<file path="src/rtl/vram_scan_arbiter_if.sv">
// Writer and framebuffer RAM bus of the scan arbiter. The slave modport is the
// arbiter. The master modport is the environment, meaning the game-logic writer plus the RAM.
interface vram_scan_arbiter_if #(
  parameter int AW = 15,
  parameter int DW = 12
);
  logic          wr_req;
  logic [AW-1:0] wr_addr;
  logic [DW-1:0] wr_data;
  logic          wr_ack;
  logic [AW-1:0] ram_addr;
  logic          ram_we;
  logic [DW-1:0] ram_wdata;
  logic [DW-1:0] ram_rdata;

  modport slave (
    input  wr_req, wr_addr, wr_data, ram_rdata,
    output wr_ack, ram_addr, ram_we, ram_wdata
  );

  modport master (
    output wr_req, wr_addr, wr_data, ram_rdata,
    input  wr_ack, ram_addr, ram_we, ram_wdata
  );
endinterface

</file>
<file path="src/rtl/vram_scan_arbiter.sv">
// Single-port framebuffer arbiter behind a 640x480 VGA scan.
// Display fetches come first, then the frame-synchronised clear, then the game writer.
module vram_scan_arbiter #(
  parameter int FB_W     = 160,
  parameter int FB_H     = 120,
  parameter int SCALE_SH = 2,
  parameter int AW       = 15,
  parameter int DW       = 12,
  parameter int VLINES   = 480
) (
  input  logic                  pixel_clk,
  input  logic                  rst,
  input  logic [10:0]           hcount,
  input  logic [10:0]           vcount,
  input  logic                  hs_in,
  input  logic                  vs_in,
  vram_scan_arbiter_if.slave    bus,
  input  logic                  clr_start,
  input  logic [DW-1:0]         clr_color,
  output logic                  clr_busy,
  output logic                  frame_tick,
  output logic [DW-1:0]         rgb,
  output logic                  hs_o,
  output logic                  vs_o
);
  localparam int             HVIS      = FB_W << SCALE_SH;
  localparam int             FB_WORDS  = FB_W * FB_H;
  localparam logic [AW-1:0]  LAST_ADDR = AW'(FB_WORDS - 1);

  typedef enum logic [1:0] {IDLE, ARMED, CLEAR} state_t;

  state_t        state_reg;
  logic [AW-1:0] clr_cnt_reg;
  logic [DW-1:0] clr_color_reg;
  logic          clr_busy_reg;
  logic          vis_d_reg;
  logic          fetch_d_reg;
  logic [DW-1:0] rgb_reg;
  logic          hs_reg;
  logic          vs_reg;
  logic          tick_reg;

  logic          vis;
  logic          fetch;
  logic          frame_start;
  logic [10:0]   row;
  logic [10:0]   col;
  logic [AW-1:0] fetch_addr;
  logic          wr_in_range;

  assign vis         = (hcount < 11'(HVIS)) && (vcount < 11'(VLINES));
  assign fetch       = vis && (hcount[SCALE_SH-1:0] == '0);
  assign frame_start = (hcount == 11'd0) && (vcount == 11'(VLINES));
  assign row         = vcount >> SCALE_SH;
  assign col         = hcount >> SCALE_SH;
  // row*160 as row*128 + row*32, avoiding a multiplier
  assign fetch_addr  = AW'({row, 7'b0}) + AW'({row, 5'b0}) + AW'(col);
  assign wr_in_range = bus.wr_addr < AW'(FB_WORDS);

  always_comb begin
    bus.ram_addr  = '0;
    bus.ram_we    = 1'b0;
    bus.ram_wdata = '0;
    bus.wr_ack    = 1'b0;
    if (fetch) begin
      bus.ram_addr = fetch_addr;
    end else if (state_reg == CLEAR) begin
      bus.ram_addr  = clr_cnt_reg;
      bus.ram_we    = 1'b1;
      bus.ram_wdata = clr_color_reg;
    end else if (bus.wr_req) begin
      // out-of-range writes are acknowledged but dropped so the writer never hangs
      bus.ram_addr  = bus.wr_addr;
      bus.ram_wdata = bus.wr_data;
      bus.ram_we    = wr_in_range;
      bus.wr_ack    = 1'b1;
    end
  end

  always_ff @(posedge pixel_clk or posedge rst) begin
    if (rst) begin
      state_reg     <= IDLE;
      clr_cnt_reg   <= '0;
      clr_color_reg <= '0;
      clr_busy_reg  <= 1'b0;
    end else begin
      case (state_reg)
        IDLE: begin
          if (clr_start) begin
            state_reg     <= ARMED;
            clr_color_reg <= clr_color;
            clr_busy_reg  <= 1'b1;
          end
        end
        ARMED: begin
          if (frame_start) begin
            state_reg   <= CLEAR;
            clr_cnt_reg <= '0;
          end
        end
        CLEAR: begin
          if (!fetch) begin
            if (clr_cnt_reg == LAST_ADDR) begin
              state_reg    <= IDLE;
              clr_busy_reg <= 1'b0;
            end
            clr_cnt_reg <= clr_cnt_reg + AW'(1);
          end
        end
        default: state_reg <= IDLE;
      endcase
    end
  end

  // Read data lands one cycle after the fetch and is captured on the next edge.
  always_ff @(posedge pixel_clk or posedge rst) begin
    if (rst) begin
      vis_d_reg   <= 1'b0;
      fetch_d_reg <= 1'b0;
      rgb_reg     <= '0;
      hs_reg      <= 1'b1;
      vs_reg      <= 1'b1;
      tick_reg    <= 1'b0;
    end else begin
      vis_d_reg   <= vis;
      fetch_d_reg <= fetch;
      hs_reg      <= hs_in;
      vs_reg      <= vs_in;
      tick_reg    <= frame_start;
      if (!vis_d_reg)
        rgb_reg <= '0;
      else if (fetch_d_reg)
        rgb_reg <= bus.ram_rdata;
    end
  end

  assign clr_busy   = clr_busy_reg;
  assign frame_tick = tick_reg;
  assign rgb        = rgb_reg;
  assign hs_o       = hs_reg;
  assign vs_o       = vs_reg;
endmodule
</file>
<file path="src/flat_wrapper.sv">
// flat-port wrapper written by rule: the top's interface ports become plain ports
module vram_scan_arbiter_flat 
#(
  parameter int FB_W     = 160,
  parameter int FB_H     = 120,
  parameter int SCALE_SH = 2,
  parameter int AW       = 15,
  parameter int DW       = 12,
  parameter int VLINES   = 480
)
  (pixel_clk, rst, hcount, vcount, hs_in, vs_in, clr_start, clr_color, clr_busy, frame_tick, rgb, hs_o, vs_o, bus_wr_req, bus_wr_addr, bus_wr_data, bus_ram_rdata, bus_wr_ack, bus_ram_addr, bus_ram_we, bus_ram_wdata);
  vram_scan_arbiter_if #(.AW(AW), .DW(DW)) bus_i ();
  input  logic pixel_clk;
  input  logic rst;
  input  logic [10:0] hcount;
  input  logic [10:0] vcount;
  input  logic hs_in;
  input  logic vs_in;
  input  logic clr_start;
  input  logic [DW-1:0] clr_color;
  output logic clr_busy;
  output logic frame_tick;
  output logic [DW-1:0] rgb;
  output logic hs_o;
  output logic vs_o;
  input wire logic [$bits(bus_i.wr_req)-1:0] bus_wr_req;
  input wire logic [$bits(bus_i.wr_addr)-1:0] bus_wr_addr;
  input wire logic [$bits(bus_i.wr_data)-1:0] bus_wr_data;
  input wire logic [$bits(bus_i.ram_rdata)-1:0] bus_ram_rdata;
  output wire logic [$bits(bus_i.wr_ack)-1:0] bus_wr_ack;
  output wire logic [$bits(bus_i.ram_addr)-1:0] bus_ram_addr;
  output wire logic [$bits(bus_i.ram_we)-1:0] bus_ram_we;
  output wire logic [$bits(bus_i.ram_wdata)-1:0] bus_ram_wdata;
  assign bus_i.wr_req = bus_wr_req;
  assign bus_i.wr_addr = bus_wr_addr;
  assign bus_i.wr_data = bus_wr_data;
  assign bus_i.ram_rdata = bus_ram_rdata;
  assign bus_wr_ack = bus_i.wr_ack;
  assign bus_ram_addr = bus_i.ram_addr;
  assign bus_ram_we = bus_i.ram_we;
  assign bus_ram_wdata = bus_i.ram_wdata;
  vram_scan_arbiter #(.FB_W(FB_W), .FB_H(FB_H), .SCALE_SH(SCALE_SH), .AW(AW), .DW(DW), .VLINES(VLINES)) u_core (.pixel_clk(pixel_clk), .rst(rst), .hcount(hcount), .vcount(vcount), .hs_in(hs_in), .vs_in(vs_in), .bus(bus_i), .clr_start(clr_start), .clr_color(clr_color), .clr_busy(clr_busy), .frame_tick(frame_tick), .rgb(rgb), .hs_o(hs_o), .vs_o(vs_o));
endmodule
</file>
<file path="config.mk">
export PLATFORM = sky130hd
export DESIGN_NAME = vram_scan_arbiter_flat
export DESIGN_NICKNAME = d
export VERILOG_FILES = /design/src/rtl/vram_scan_arbiter_if.sv /design/src/rtl/vram_scan_arbiter.sv /design/src/flat_wrapper.sv
export SDC_FILE = /design/constraint.sdc
export NUM_CORES = 1
export LEC_CHECK = 0
export CAP_MARGIN = 30
export CORE_ASPECT_RATIO = 1.5
export CORE_MARGIN = 1.5
export CORE_UTILIZATION = 44
export DETAILED_ROUTE_END_ITERATION = 10
export PLACE_DENSITY_LB_ADDON = 0.2
export SYNTH_ARGS = -nofsm -noshare
export SYNTH_HDL_FRONTEND = slang
export SYNTH_SLANG_ARGS = --single-unit
</file>
<file path="constraint.sdc">
create_clock -name pixel_clk -period 4.23 [get_ports pixel_clk]
set_input_delay 1.0575 -clock pixel_clk [delete_from_list [all_inputs] [get_ports pixel_clk]]
set_output_delay 1.0575 -clock pixel_clk [all_outputs]
set_load 0.01 [all_outputs]
</file>
==> implementation parameters, run 1 <==
Parameter                              Value

Cells and area
  Antenna diode count ... 0
  Flip-flop count of the largest register after layout ... 15
  Net count of the finished layout ... 598
  Final non-filler cell area ... 4870 µm²
  Share of cells above drive strength 1 ... a little under a fifth
  Synthesis-to-layout area growth ... 53.1%
  Commonest cells after routing, fill and taps aside ... sky130_fd_sc_hd__clkdlybuf4s50_1 (108), sky130_fd_sc_hd__dfrtp_1 (45), sky130_fd_sc_hd__buf_4 (34)
  Most frequent standard cell in the layout excluding fill and tap cells ... sky130_fd_sc_hd__clkdlybuf4s50_1
  Non-filler instance count after layout ... between 500 and 600

STA
  Tightest Pin Transition ... between 0.7 and 0.8 ns
  Worst Clk Skew ... slightly above 0.008 ns
  Upper clock frequency limit ... between 200 and 250 MHz
  Unrepaired setup endpoints after global routing ... yes
  Part of the cycle the worst path needs ... 99.3%
  Final setup fails ... 0
  Number of hold violations in the final report ... 0
  Worst Hold Margin ... approximately 0.51 ns
  Max-slew violation total from the final report ... 0
  Max transition margin ... 49.8%
  Worst path setup slack after routing ... roughly 0.03 ns
  Post-layout min period ... around 4.2 ns

Setup path
  Number of cells on the worst reg-to-reg path ... 5
  Cell chain of the critical path ... buf_8 > inv_4 > fa_1 > inv_2 > fa_2 > a211oi_2 > buf_4 > o21ai_1 > a31oi_1 > xnor2_1 > a21oi_1 > buf_2
  Critical path fanouts, max ... 3
  Worst path slowest cell ... sky130_fd_sc_hd__fa_1
  Family with the most delay on the worst path ... adder cells
  Critical R2R Capture ... u_core.clr_cnt_reg[10]
  Launch instance of the worst register-to-register path ... u_core.state_reg[0]
  Startpoint type of the worst setup path ... primary input
  Register-to-Register Setup Slack ... slightly below 2 ns
  Largest incremental delay on the critical path ... approximately 0.55 ns
  Crit path capture type ... output pin
  Worst Path Buf+Inv ... 5
  Critical path depth in cells ... 12
  Arrival time of the worst setup path ... about 3.1 ns
  Crit Path Class ... in -> out
  Data required time at the worst endpoint ... ~3.2 ns

Placement
  GP Congestion ... 0.963
  HPWL after detailed placement ... 8130 µm
  Placed Cells incl. Taps ... between 500 and 600
  Post-placement worst setup slack ... -0.983 ns
  Post-place instance area ... ~4700 µm²
  Number of port buffers ... ~120

Logic synthesis
  Post-synthesis net count ... 450
  Number of flops mapped to enable cells by yosys ... 0
  Fraction of registers with async set or reset after synthesis ... 100%
  Predominant post-synthesis flop cell ... sky130_fd_sc_hd__dfrtp_1
  Post-Synthesis Cell Area ... approximately 3200 µm²
  Number of warnings printed during yosys synthesis ... 0
  Sequential-to-total area share from yosys stat ... 37.0%
  Netlist cell types ... just under 60
  Gate count after technology mapping ... about 350
  Synth Area per Inst ... between 9 and 10 µm²
  Register bit total from synthesis ... 47

Run status
  Status ... finished clean

Global routing
  Total congestion overflow ... 0
  Met1 track utilization from global routing ... between 30% and 40%
  Global-route track usage on met3 ... around 3.9%
  Vias in the first global route ... 3446
  Gr busiest metal ... met2
  Global-route wire length before repair ... between 15000 and 20000 µm
  Antenna violations before repair ... 0
  Met2 layer usage reported by global route ... 52.3%
  Pin count of the biggest net entering global routing ... 39
  All-layer global routing usage ... around 28%

Clock network
  Setup repair bufs after CTS ... 0
  Number of buffers inserted by hold repair at cts ... 0
  Deepest level of the CTS H-tree ... 2
  Number of buffers added by the clock tree synthesis step ... 5
  Root Buffer ... sky130_fd_sc_hd__clkbuf_8
  Clock slew at the register clock pins of the worst setup and hold paths ... around 0.090 ns
  Number of sinks on the clock net ... 47
  CTS tree ... yes
  Buffer levels on the longest clock path ... 2
  Clock Latency Late Sink ... just over 0.3 ns

Floorplanning
  Number of ports placed on the die boundary ... about 120
  Die area ... between 7000 and 8000 µm²
  Number of cell rows ... 37
  Core area ... around 6900 µm²
  Effective utilization at floorplan ... around 46%
  Die span in x ... 72.4 µm
  Y dimension of the die ... roughly 110 µm

Drt
  Routed wire per std cell ... 18.2 µm
  Iteration-0 DRC count of the detailed router ... roughly 190
  Total iterations of the first detailed-routing run ... 5
  Vias per Instance ... approximately 6
  Number of DRC violations after detailed routing ... 0
  Total wire length after detailed routing ... ~11000 µm
  Detail Route Antenna Nets ... 0
  Total vias in the final route ... roughly 3400

Power and ir drop
  Final Power ... 1190 µW
  Maximum ir drop on the vdd rail ... 0.164 mV
  Power density relative to cell area ... roughly 240 nW/µm²
  Leak pwr ... slightly above 0.002 µW

Worst hold path
  Class of the tightest hold or removal check ... reg -> reg
  Sink of the worst hold path ... u_core.clr_color_reg[8]
  Instance count along the most critical hold path ... 1
  Min-Delay Startpoint ... u_core.clr_color_reg[8]

Flow run
  Max-cap viol count ... 0
==> cells in the mapped netlist (9+ instances only) <==
cell / count / share of area, %
sky130_fd_sc_hd__dfrtp_1: 45 / 35
sky130_fd_sc_hd__ha_1: 16 / 6.3
sky130_fd_sc_hd__a21oi_1: 25 / 3.9
sky130_fd_sc_hd__nor2_1: 28 / 3.3
sky130_fd_sc_hd__nand3_1: 28 / 4.4
sky130_fd_sc_hd__inv_1: 12 / 1.4
sky130_fd_sc_hd__a31oi_1: 12 / 2.4
sky130_fd_sc_hd__mux2i_1: 13 / 4.1
sky130_fd_sc_hd__nor2b_1: 13 / 2.6
sky130_fd_sc_hd__nand2_1: 31 / 3.7
sky130_fd_sc_hd__clkbuf_1: 9 / 1.1
sky130_fd_sc_hd__mux2_2: 12 / 4.2
==> cell type report <==
type / instances / area, µm²
timing repair buffer: 160 / 1500
multi-input combinational: 273 / 1950
clock buffer: 5 / 68.8
tap: 78 / 97.6
fill: 566 / 2070
inverter: 13 / 51.3
sequential: 47 / 1180
clock inverter: 3 / 27.5
==> metal layers <==
layer	vias to the layer above	wire length, µm
li1	1563	-
met1	1633	3910
met2	153	5770
met3	29	547
met4	0	334
met5	-	0
==> timing repair <==
item                       in CTS  in global routing
pin swaps                      19                 11
gates resized for setup        54                 11
setup endpoints to repair       8                  7
==> power breakdown <==
group | switching [µW] | leakage (µW) | total [µW] | internal [µW]
Clock | 171 | 0.0000467 | 293 | 123
Combinational | 149 | 0.00138 | 374 | 225
Sequential | 28.8 | 0.000597 | 526 | 497
==> cells by family (layout without fill, tap and decap cells) <==
kind of cell / count (synthesis) / after routing / synth area share [%]
AOI/OAI and AO/OA: 72 / 72 / 14.1
xor gates and xnor gates: 13 / 13 / 3.58
adders and majority gates: 19 / 19 / 8.18
buffers and inverters: 32 / 181 / 4.32
DFF: 47 / 47 / 37.0
muxes: 25 / 25 / 8.34
and+or+nand+nor: 144 / 144 / 24.4
==> worst max-delay path by stage <==
stage	startpoint	slack [ns]	endpoint
2_1_floorplan	hcount[9]	0.08	bus_ram_addr[14]
3_3_place_gp	hcount[9]	-0.90	bus_ram_addr[14]
3_5_place_dp	hcount[9]	-0.98	bus_ram_addr[14]
4_1_cts	vcount[4]	0.0006	bus_ram_addr[13]
5_1_grt	vcount[2]	-0.05	bus_ram_addr[12]
6_report	vcount[2]	0.03	bus_ram_addr[14]
==> stage by stage <==
step,setup TNS (ns),utilization (%)
2_1_floorplan,0,-
3_3_place_gp,-5.38,67.6
3_5_place_dp,-5.85,67.9
4_1_cts,0,69.7
5_1_grt,-0.123,70.1
6_report,0,70.1
Note: power is estimated with default switching activity, not from simulation.
==> run 2, diff against run 1 <==
CTS_CLUSTER_DIAMETER = 200   (was default)
==> results of run 2 <==
Final layout, timing and power as in run 1 (identical DEF).
